==> config.mk <==
export PLATFORM = sky130hd
export DESIGN_NAME = regfile_write_sched_flat
export DESIGN_NICKNAME = d
export VERILOG_FILES = /design/src/rtl/regfile_write_sched_if.sv /design/src/rtl/regfile_write_sched.sv /design/src/flat_wrapper.sv
export SDC_FILE = /design/constraint.sdc
export NUM_CORES = 1
export LEC_CHECK = 0
export BUFFER_PORTS_ARGS = -buffer_cell sky130_fd_sc_hd__clkbuf_2
export CORE_ASPECT_RATIO = 2
export CORE_UTILIZATION = 40
export CTS_CLUSTER_DIAMETER = 200
export DETAILED_ROUTE_END_ITERATION = 7
export GPL_ROUTABILITY_DRIVEN = 0
export GPL_TIMING_DRIVEN = 0
export PLACE_DENSITY = 0.73
export SLEW_MARGIN = 20
export SYNTH_ARGS = -nofsm -noshare
export SYNTH_HDL_FRONTEND = slang
export SYNTH_SLANG_ARGS = --single-unit
==> constraint.sdc <==
create_clock -name Clk -period 1.4 [get_ports Clk]
set_clock_uncertainty 0.05 [all_clocks]
set_input_delay 0.07 -clock Clk [delete_from_list [all_inputs] [get_ports Clk]]
set_output_delay 0.07 -clock Clk [all_outputs]
set_load 0.02 [all_outputs]
==> src/rtl/regfile_write_sched_if.sv <==
// Requester and register-file write-port signals of the write scheduler.
// slave  : scheduler side (takes requests, drives the register-file load port)
// master : requester/host side (drives requests, observes the load port)
interface regfile_write_sched_if #(
  parameter int DATA_W = 16,
  parameter int ADDR_W = 3
);
  logic              clear_req;
  logic              a_valid;
  logic [ADDR_W-1:0] a_dr;
  logic [DATA_W-1:0] a_data;
  logic              a_ready;
  logic              b_valid;
  logic [ADDR_W-1:0] b_dr;
  logic [DATA_W-1:0] b_data;
  logic              b_ready;
  logic              LD_REG;
  logic [ADDR_W-1:0] DR;
  logic [DATA_W-1:0] BUS;
  logic              init_done;

  modport slave (
    input  clear_req, a_valid, a_dr, a_data, b_valid, b_dr, b_data,
    output a_ready, b_ready, LD_REG, DR, BUS, init_done
  );

  modport master (
    output clear_req, a_valid, a_dr, a_data, b_valid, b_dr, b_data,
    input  a_ready, b_ready, LD_REG, DR, BUS, init_done
  );
endinterface

==> src/rtl/regfile_write_sched.sv <==
// Write-port scheduler for the LC-3 register file.
// Zero-clears every register after reset (the file has no reset of its own),
// then round-robins single-cycle writes between the datapath writeback (A)
// and the debug/host port (B). The load port is fully registered.
//
// state    | meaning
// ---------+------------------------------------------------------------
// ST_CLEAR | sweeping CLEAR_VAL into DR 0..NUM_REGS-1, requesters held off
// ST_RUN   | arbitrating A/B, one accepted write per cycle
module regfile_write_sched #(
  parameter int                NUM_REGS  = 8,
  parameter int                DATA_W    = 16,
  parameter int                ADDR_W    = 3,
  parameter logic [DATA_W-1:0] CLEAR_VAL = '0
) (
  input logic                  Clk,
  input logic                  Reset,
  regfile_write_sched_if.slave bus_if
);

  typedef enum logic {
    ST_CLEAR = 1'b0,
    ST_RUN   = 1'b1
  } state_t;

  localparam logic              GRANT_A  = 1'b0;
  localparam logic              GRANT_B  = 1'b1;
  localparam logic [ADDR_W-1:0] LAST_IDX = ADDR_W'(NUM_REGS - 1);

  state_t            r_state;
  logic [ADDR_W-1:0] r_idx;
  logic              r_last_grant;
  logic              r_ld;
  logic [ADDR_W-1:0] r_dr;
  logic [DATA_W-1:0] r_bus;
  logic              r_init_done;

  logic w_run;
  logic w_grant_a;
  logic w_grant_b;

  // Round-robin grant; a clear request outranks both requesters for the cycle.
  always_comb begin
    w_run     = (r_state == ST_RUN) && !bus_if.clear_req;
    w_grant_a = w_run && bus_if.a_valid && (!bus_if.b_valid || (r_last_grant == GRANT_B));
    w_grant_b = w_run && bus_if.b_valid && (!bus_if.a_valid || (r_last_grant == GRANT_A));
  end

  assign bus_if.a_ready   = w_grant_a;
  assign bus_if.b_ready   = w_grant_b;
  assign bus_if.LD_REG    = r_ld;
  assign bus_if.DR        = r_dr;
  assign bus_if.BUS       = r_bus;
  assign bus_if.init_done = r_init_done;

  // Sweep/run sequencing and the registered register-file load port.
  always_ff @(posedge Clk or negedge Reset) begin
    if (!Reset) begin
      r_state      <= ST_CLEAR;
      r_idx        <= '0;
      r_last_grant <= GRANT_B;
      r_ld         <= 1'b0;
      r_dr         <= '0;
      r_bus        <= '0;
      r_init_done  <= 1'b0;
    end else begin
      case (r_state)
        ST_CLEAR: begin
          r_ld  <= 1'b1;
          r_dr  <= r_idx;
          r_bus <= CLEAR_VAL;
          if (r_idx == LAST_IDX) begin
            r_idx       <= '0;
            r_state     <= ST_RUN;
            r_init_done <= 1'b1;
          end else begin
            r_idx <= r_idx + 1'b1;
          end
        end
        ST_RUN: begin
          if (bus_if.clear_req) begin
            r_ld        <= 1'b0;
            r_idx       <= '0;
            r_state     <= ST_CLEAR;
            r_init_done <= 1'b0;
          end else if (w_grant_a) begin
            r_ld         <= 1'b1;
            r_dr         <= bus_if.a_dr;
            r_bus        <= bus_if.a_data;
            r_last_grant <= GRANT_A;
          end else if (w_grant_b) begin
            r_ld         <= 1'b1;
            r_dr         <= bus_if.b_dr;
            r_bus        <= bus_if.b_data;
            r_last_grant <= GRANT_B;
          end else begin
            r_ld <= 1'b0;
          end
        end
        default: begin
          r_ld    <= 1'b0;
          r_idx   <= '0;
          r_state <= ST_CLEAR;
        end
      endcase
    end
  end

endmodule

==> src/flat_wrapper.sv <==
// flat-port wrapper written by rule: the top's interface ports become plain ports
module regfile_write_sched_flat 
#(
  parameter int                NUM_REGS  = 8,
  parameter int                DATA_W    = 16,
  parameter int                ADDR_W    = 3,
  parameter logic [DATA_W-1:0] CLEAR_VAL = '0
)
  (Clk, Reset, bus_if_clear_req, bus_if_a_valid, bus_if_a_dr, bus_if_a_data, bus_if_b_valid, bus_if_b_dr, bus_if_b_data, bus_if_a_ready, bus_if_b_ready, bus_if_LD_REG, bus_if_DR, bus_if_BUS, bus_if_init_done);
  regfile_write_sched_if #(.DATA_W(DATA_W), .ADDR_W(ADDR_W)) bus_if_i ();
  input logic Clk;
  input logic Reset;
  input wire logic [$bits(bus_if_i.clear_req)-1:0] bus_if_clear_req;
  input wire logic [$bits(bus_if_i.a_valid)-1:0] bus_if_a_valid;
  input wire logic [$bits(bus_if_i.a_dr)-1:0] bus_if_a_dr;
  input wire logic [$bits(bus_if_i.a_data)-1:0] bus_if_a_data;
  input wire logic [$bits(bus_if_i.b_valid)-1:0] bus_if_b_valid;
  input wire logic [$bits(bus_if_i.b_dr)-1:0] bus_if_b_dr;
  input wire logic [$bits(bus_if_i.b_data)-1:0] bus_if_b_data;
  output wire logic [$bits(bus_if_i.a_ready)-1:0] bus_if_a_ready;
  output wire logic [$bits(bus_if_i.b_ready)-1:0] bus_if_b_ready;
  output wire logic [$bits(bus_if_i.LD_REG)-1:0] bus_if_LD_REG;
  output wire logic [$bits(bus_if_i.DR)-1:0] bus_if_DR;
  output wire logic [$bits(bus_if_i.BUS)-1:0] bus_if_BUS;
  output wire logic [$bits(bus_if_i.init_done)-1:0] bus_if_init_done;
  assign bus_if_i.clear_req = bus_if_clear_req;
  assign bus_if_i.a_valid = bus_if_a_valid;
  assign bus_if_i.a_dr = bus_if_a_dr;
  assign bus_if_i.a_data = bus_if_a_data;
  assign bus_if_i.b_valid = bus_if_b_valid;
  assign bus_if_i.b_dr = bus_if_b_dr;
  assign bus_if_i.b_data = bus_if_b_data;
  assign bus_if_a_ready = bus_if_i.a_ready;
  assign bus_if_b_ready = bus_if_i.b_ready;
  assign bus_if_LD_REG = bus_if_i.LD_REG;
  assign bus_if_DR = bus_if_i.DR;
  assign bus_if_BUS = bus_if_i.BUS;
  assign bus_if_init_done = bus_if_i.init_done;
  regfile_write_sched #(.NUM_REGS(NUM_REGS), .DATA_W(DATA_W), .ADDR_W(ADDR_W), .CLEAR_VAL(CLEAR_VAL)) u_core (.Clk(Clk), .Reset(Reset), .bus_if(bus_if_i));
endmodule
# After elaboration in Yosys (flattened, before gate mapping)
# Index checks and enable logic that the tools add are counted.
[totals]
in_bits = 43
ff_bits = 26
word_cells = 53
[classes]
n_addsub = 1
n_mux = 23
n_bitwise = 3
reduce_logical = 14
n_eq_ne = 5
[op_table]
columns = ["operator", "count"]
rows = [
  ["$mux W16", 3],
  ["$pmux W16 S2", 1],
  ["$mux W3", 5],
  ["$pmux W3 S2", 2],
  ["$mux W1", 9],
  ["$pmux W1 S2", 3],
  ["$logic_and A1 B1 Y1", 5],
  ["$ne A2 B2 Y1 const B", 2],
  ["$reduce_and A2 Y1", 2],
  ["$add A3 B1 Y3 const B", 1],
  ["$eq A3 B3 Y1 const B", 1],
  ["$logic_not A1 Y1", 3],
  ["$ne A3 B3 Y1 const B", 1],
  ["$not A1 Y1", 3],
  ["$reduce_and A3 Y1", 1],
  ["$logic_or A1 B1 Y1", 2],
  ["$ne A2 B1 Y1 const B", 1],
  ["$reduce_bool A2 Y1", 1],
]

# Logic depth before layout (Yosys ltp)
[depth]
ltp_word = 8
depth_mapped = 6
depth_no_buf = 4

# Least setup slack after synthesis
# OpenSTA, ideal clock, no wires.
[synth_timing]
path_type = "register -> output"
startpoint = "register u_core.r_last_grant"
endpoint = "output port bus_if_a_ready"
n_path_buf = 2
arrival_ns = 1.376
setup_slack_ns = -0.096
stages_incl_launch_ff = 5
cell_sequence = "dfstp_2 nor2b_1 clkbuf_2 clkbuf_1 nor3_1"
[synth_via]
elab_chain_len = 2
[synth_rtl]
columns = ["item", "line_no", "source"]
rows = [
  ["start, declared", "regfile_write_sched.sv:32", "logic r_last_grant;"],
  ["start signal, assigned", "regfile_write_sched.sv:61", "r_last_grant <= GRANT_B;"],
  ["start signal, assigned", "regfile_write_sched.sv:90", "r_last_grant <= GRANT_A;"],
  ["start signal, assigned", "regfile_write_sched.sv:95", "r_last_grant <= GRANT_B;"],
  ["$logic_or A1 B1 Y1", "regfile_write_sched.sv:45", "w_grant_a = w_run && bus_if.a_valid && (!bus_if.b_valid || (r_last_grant == GRANT_B));"],
  ["$logic_and A1 B1 Y1", "regfile_write_sched.sv:45", ""],
  ["end, declared", "flat_wrapper.sv:20", "output wire logic [$bits(bus_if_i.a_ready)-1:0] bus_if_a_ready;"],
]
# Every way passes these cells.

# Worst setup path in the final report
[layout_timing]
startpoint = "register u_core.r_last_grant"
endpoint = "register u_core.r_bus[7], in the netlist u_core.bus_if.BUS[7]"
[layout_via]
elab_chain_len = 5
[layout_rtl]
columns = ["item", "line_no", "source"]
rows = [
  ["$logic_or A1 B1 Y1 / $not A1 Y1 (equally long branches)", "regfile_write_sched.sv:45, regfile_write_sched.sv:46", ""],
  ["$logic_and A1 B1 Y1 / $logic_or A1 B1 Y1 (equally long branches)", "regfile_write_sched.sv:45, regfile_write_sched.sv:46", ""],
  ["$mux W16 / $logic_and A1 B1 Y1 (equally long branches)", "regfile_write_sched.sv:86, regfile_write_sched.sv:46", ""],
  ["$mux W16 / $ne A3 B3 Y1 (equally long branches)", "-", ""],
  ["$pmux W16 S2 / $reduce_and A2 Y1 (equally long branches)", "-", ""],
  ["end signal, assigned", "regfile_write_sched.sv:89", "r_bus <= bus_if.a_data;"],
  ["end signal, assigned", "regfile_write_sched.sv:94", "r_bus <= bus_if.b_data;"],
  ["end, declared", "regfile_write_sched.sv:35", "logic [DATA_W-1:0] r_bus;"],
]
# Parallel ways exist; a longest one is shown, timed or not. The select of a mux whose other input is x is not followed.
# A chain may end at the register's enable or synchronous reset.

==> metrics <==
# setup viols final=3; Slew Limit Fails=0; fmax=a little under 0.7 GHz; period utilization=103%; class of the worst hold path=input port to flip-flop; nets=roughly 290; Pint=between 2 and 2.5 mW; synthesized flop and latch total=26; Min-Delay Endpoint=u_core.bus_if.BUS[1]; power per cell area=about 1600 nW/µm²; Vias/cell=around 5.7; CTS tree=built; CTS H-tree lvls=1; pin count of the biggest net entering global routing=27; Inst Count DP=around 250; # port buffers=65; Hold Vio Cnt, Final=0; reg-to-reg startpoint=u_core.r_last_grant; vias in the first global route=around 1600; Clk pwr share=approximately 18%; I/O pin cnt=between 60 and 70; Final min period=around 1400 ps; Slew headroom=56.9%; DR iter-0 viols=48; maximum clock insertion buffer count=2; most frequent cells in the layout=64 x clkbuf_2, 25 x dfrtp_1, 21 x o21ai_0; antenna diode count=0; Worst R2R Path Depth=5; Synth-to-Final Area Change=54.4%; full die area=about 3700 µm²; hold slack=1.66 ps; routed len/inst=16.1 µm; initial antenna violation count=0; die height=85.5 µm; clock transition at the registers of the reported paths=roughly 90 ps; critical path type=flip-flop to flip-flop; Root Driver=clkbuf_8; clock buffer count from CTS=3; Placed Area=1770 µm²; remaining antenna violation count after routing=0; RSZ-0062 raised after global routing=true; Syn Nets=a little under 200; worst hold path startpoint=bus_if_b_data[1]; syn_area_per_cell=9.17 µm²; global-route wire length before repair=~7000 µm; post-layout instance area=about 2200 µm²; Starting Density=between 40% and 50%; register area share after synthesis=46.8%; die span in x=between 40 and 50 µm; Netlist cell types=31; R2R Setup Slk=-50 ps; Reg-to-Reg End=u_core.bus_if.BUS[7]; worst setup margin=-48.7 ps; Hold Path Cell Cnt=3; worst vdd ir=slightly above 0.9 mV; Crit Path Max Fanout=8; CTS sink cnt=26; area of the mapped netlist=1390 µm²; Pleak=around 1.0 nW; vias post-DR=1589; DRC Markers=4; Setup TNS=-75.1 ps; DP HPWL=approximately 2900 µm; GRT Util Overall=between 20% and 30%; layout cells sized above 1=about two fifths; Core ar.=around 3300 µm²; Post-Route WL=roughly 4500 µm; Final Non-Filler Cells=between 200 and 300; Seq pwr share=about a third; MaxCap Viol Count=0; Overflow after GRT=0; startpoint types=flip-flop; CP required=~1500 ps; combinational power share=a little under 50%; clock latency on the worst-skew pair=about 280 ps; Syn. warnings=0; standard-cell rows=30; Setup Slack @ Placement=-103 ps; failing checks=DRC, setup timing; crit end category=flip-flop; outcome=complete, but fails checks; worst slew pin tran=approximately 650 ps; Switching Share=39.5%; most common cell after layout, fill and taps aside=clkbuf_2; DRT Pass-1 Iters=7; cells after synthesis=152; Switch Pwr=1.39 mW; CP arrival=around 1600 ps
critical path, cell delays in order, from the launching register on:
cell,delay [ps]
dfstp_2,590
or2b_1,180
buf_8,140
buf_6,100
nand3_2,70
a31oi_1,230
Yosys cell counts:
master	count	area, µm²
o2bb2ai_1	1	8.76
o21bai_1	1	7.51
nand3_1	18	90.1
nor2_1	2	7.51
nor3_1	1	5.00
or2_1	1	6.26
clkbuf_2	1	5.00
buf_6	2	22.5
o22ai_1	2	12.5
a21boi_0	1	7.51
o21ai_0	21	105
nand2_1	5	18.8
o21ai_1	1	5.00
a22oi_1	16	120
o31a_1	1	8.76
buf_2	1	5.00
dfstp_2	1	26.3
and2_4	1	8.76
nand2b_1	1	6.26
nor2b_1	4	25.0
and3_1	1	6.26
clkbuf_1	10	37.5
buf_1	2	7.51
dfrtp_1	25	626
ha_1	2	25.0
a221oi_1	2	17.5
inv_1	6	22.5
or2b_1	1	7.51
a31oi_1	19	119
buf_8	1	15.0
a2bb2oi_1	1	8.76
how the worst max path moves through the flow:
stage                   startpoint                   end  slack (ps)  depth (start not counted)
6_report       u_core.r_last_grant  u_core.bus_if.BUS[7]         -50                          5
3_5_place_dp   u_core.r_last_grant  u_core.bus_if.BUS[3]        -100                          5
3_3_place_gp   u_core.r_last_grant        bus_if_a_ready         -80                          5
2_1_floorplan  u_core.r_last_grant        bus_if_a_ready          70                          4
5_1_grt        u_core.r_last_grant  u_core.bus_if.BUS[7]        -100                          5
4_1_cts        u_core.r_last_grant        bus_if_a_ready          -2                          3
metrics by stage:
step | power [mW] | utilization [%]
CTS | 3.44 | 63.1
global placement | 2.65 | 52.8
floorplan | 2.18 | -
finish | 3.53 | 64.4
global route | 3.74 | 64.4
detailed placement | 2.67 | 52.8
metal layers:
layer | GRT usage [%] | wire [µm] | up-vias
met1 | 25.1 | 1580 | 738
met5 | 0 | 0 | -
met3 | 3.19 | 262 | 16
met2 | 44.2 | 2470 | 80
met4 | 11.4 | 163 | 0
li1 | - | - | 755
repair_timing:
| action | in CTS | in global routing |
|---|---|---|
| cloned | 0 | 0 |
| resized for setup | 16 | 12 |
| endpoints found under the setup margin | 20 | 18 |
| pin swaps | 1 | 6 |
| hold endpoints to repair | 38 | 0 |
| hold buffers | 20 | 0 |
| buffers inserted | 4 | 4 |
power groups by stage:
stage	registers (mW)	logic [mW]	clock network, mW
floorplan	1.39	0.791	0
global placement	1.19	1.46	0
detailed placement	1.19	1.47	0
CTS	1.19	1.62	0.638
global route	1.22	1.86	0.666
finish	1.19	1.71	0.631
sequential cells by signal (all words and copies together), names as in the netlist:
signal,count
u_core.bus_if.BUS,16
u_core.bus_if.DR,3
u_core.r_idx,3
u_core.bus_if.LD_REG,1
u_core.bus_if.init_done,1
u_core.r_last_grant,1
u_core.r_state,1
final cells by class:
| cell class | count | area [µm²] |
|---|---|---|
| Buffer | 14 | 101 |
| Tap cell | 32 | 40.0 |
| Fill cell | 294 | 1190 |
| Inverter | 6 | 22.5 |
| Multi-Input combinational cell | 103 | 661 |
| Clock buffer | 3 | 41.3 |
| Sequential cell | 26 | 652 |
| Timing Repair Buffer | 93 | 604 |
| Clock inverter | 1 | 30.0 |
logic make-up (layout without fill, tap and decap cells):
group,Yosys count,in the layout,synth area share (%)
buf+inv,23,117,8.26
simple gates,35,35,13.0
fa+ha+maj,2,2,1.80
compound gates,66,66,30.2
flops,26,26,46.8
Power figures use the tool's default switching activity.
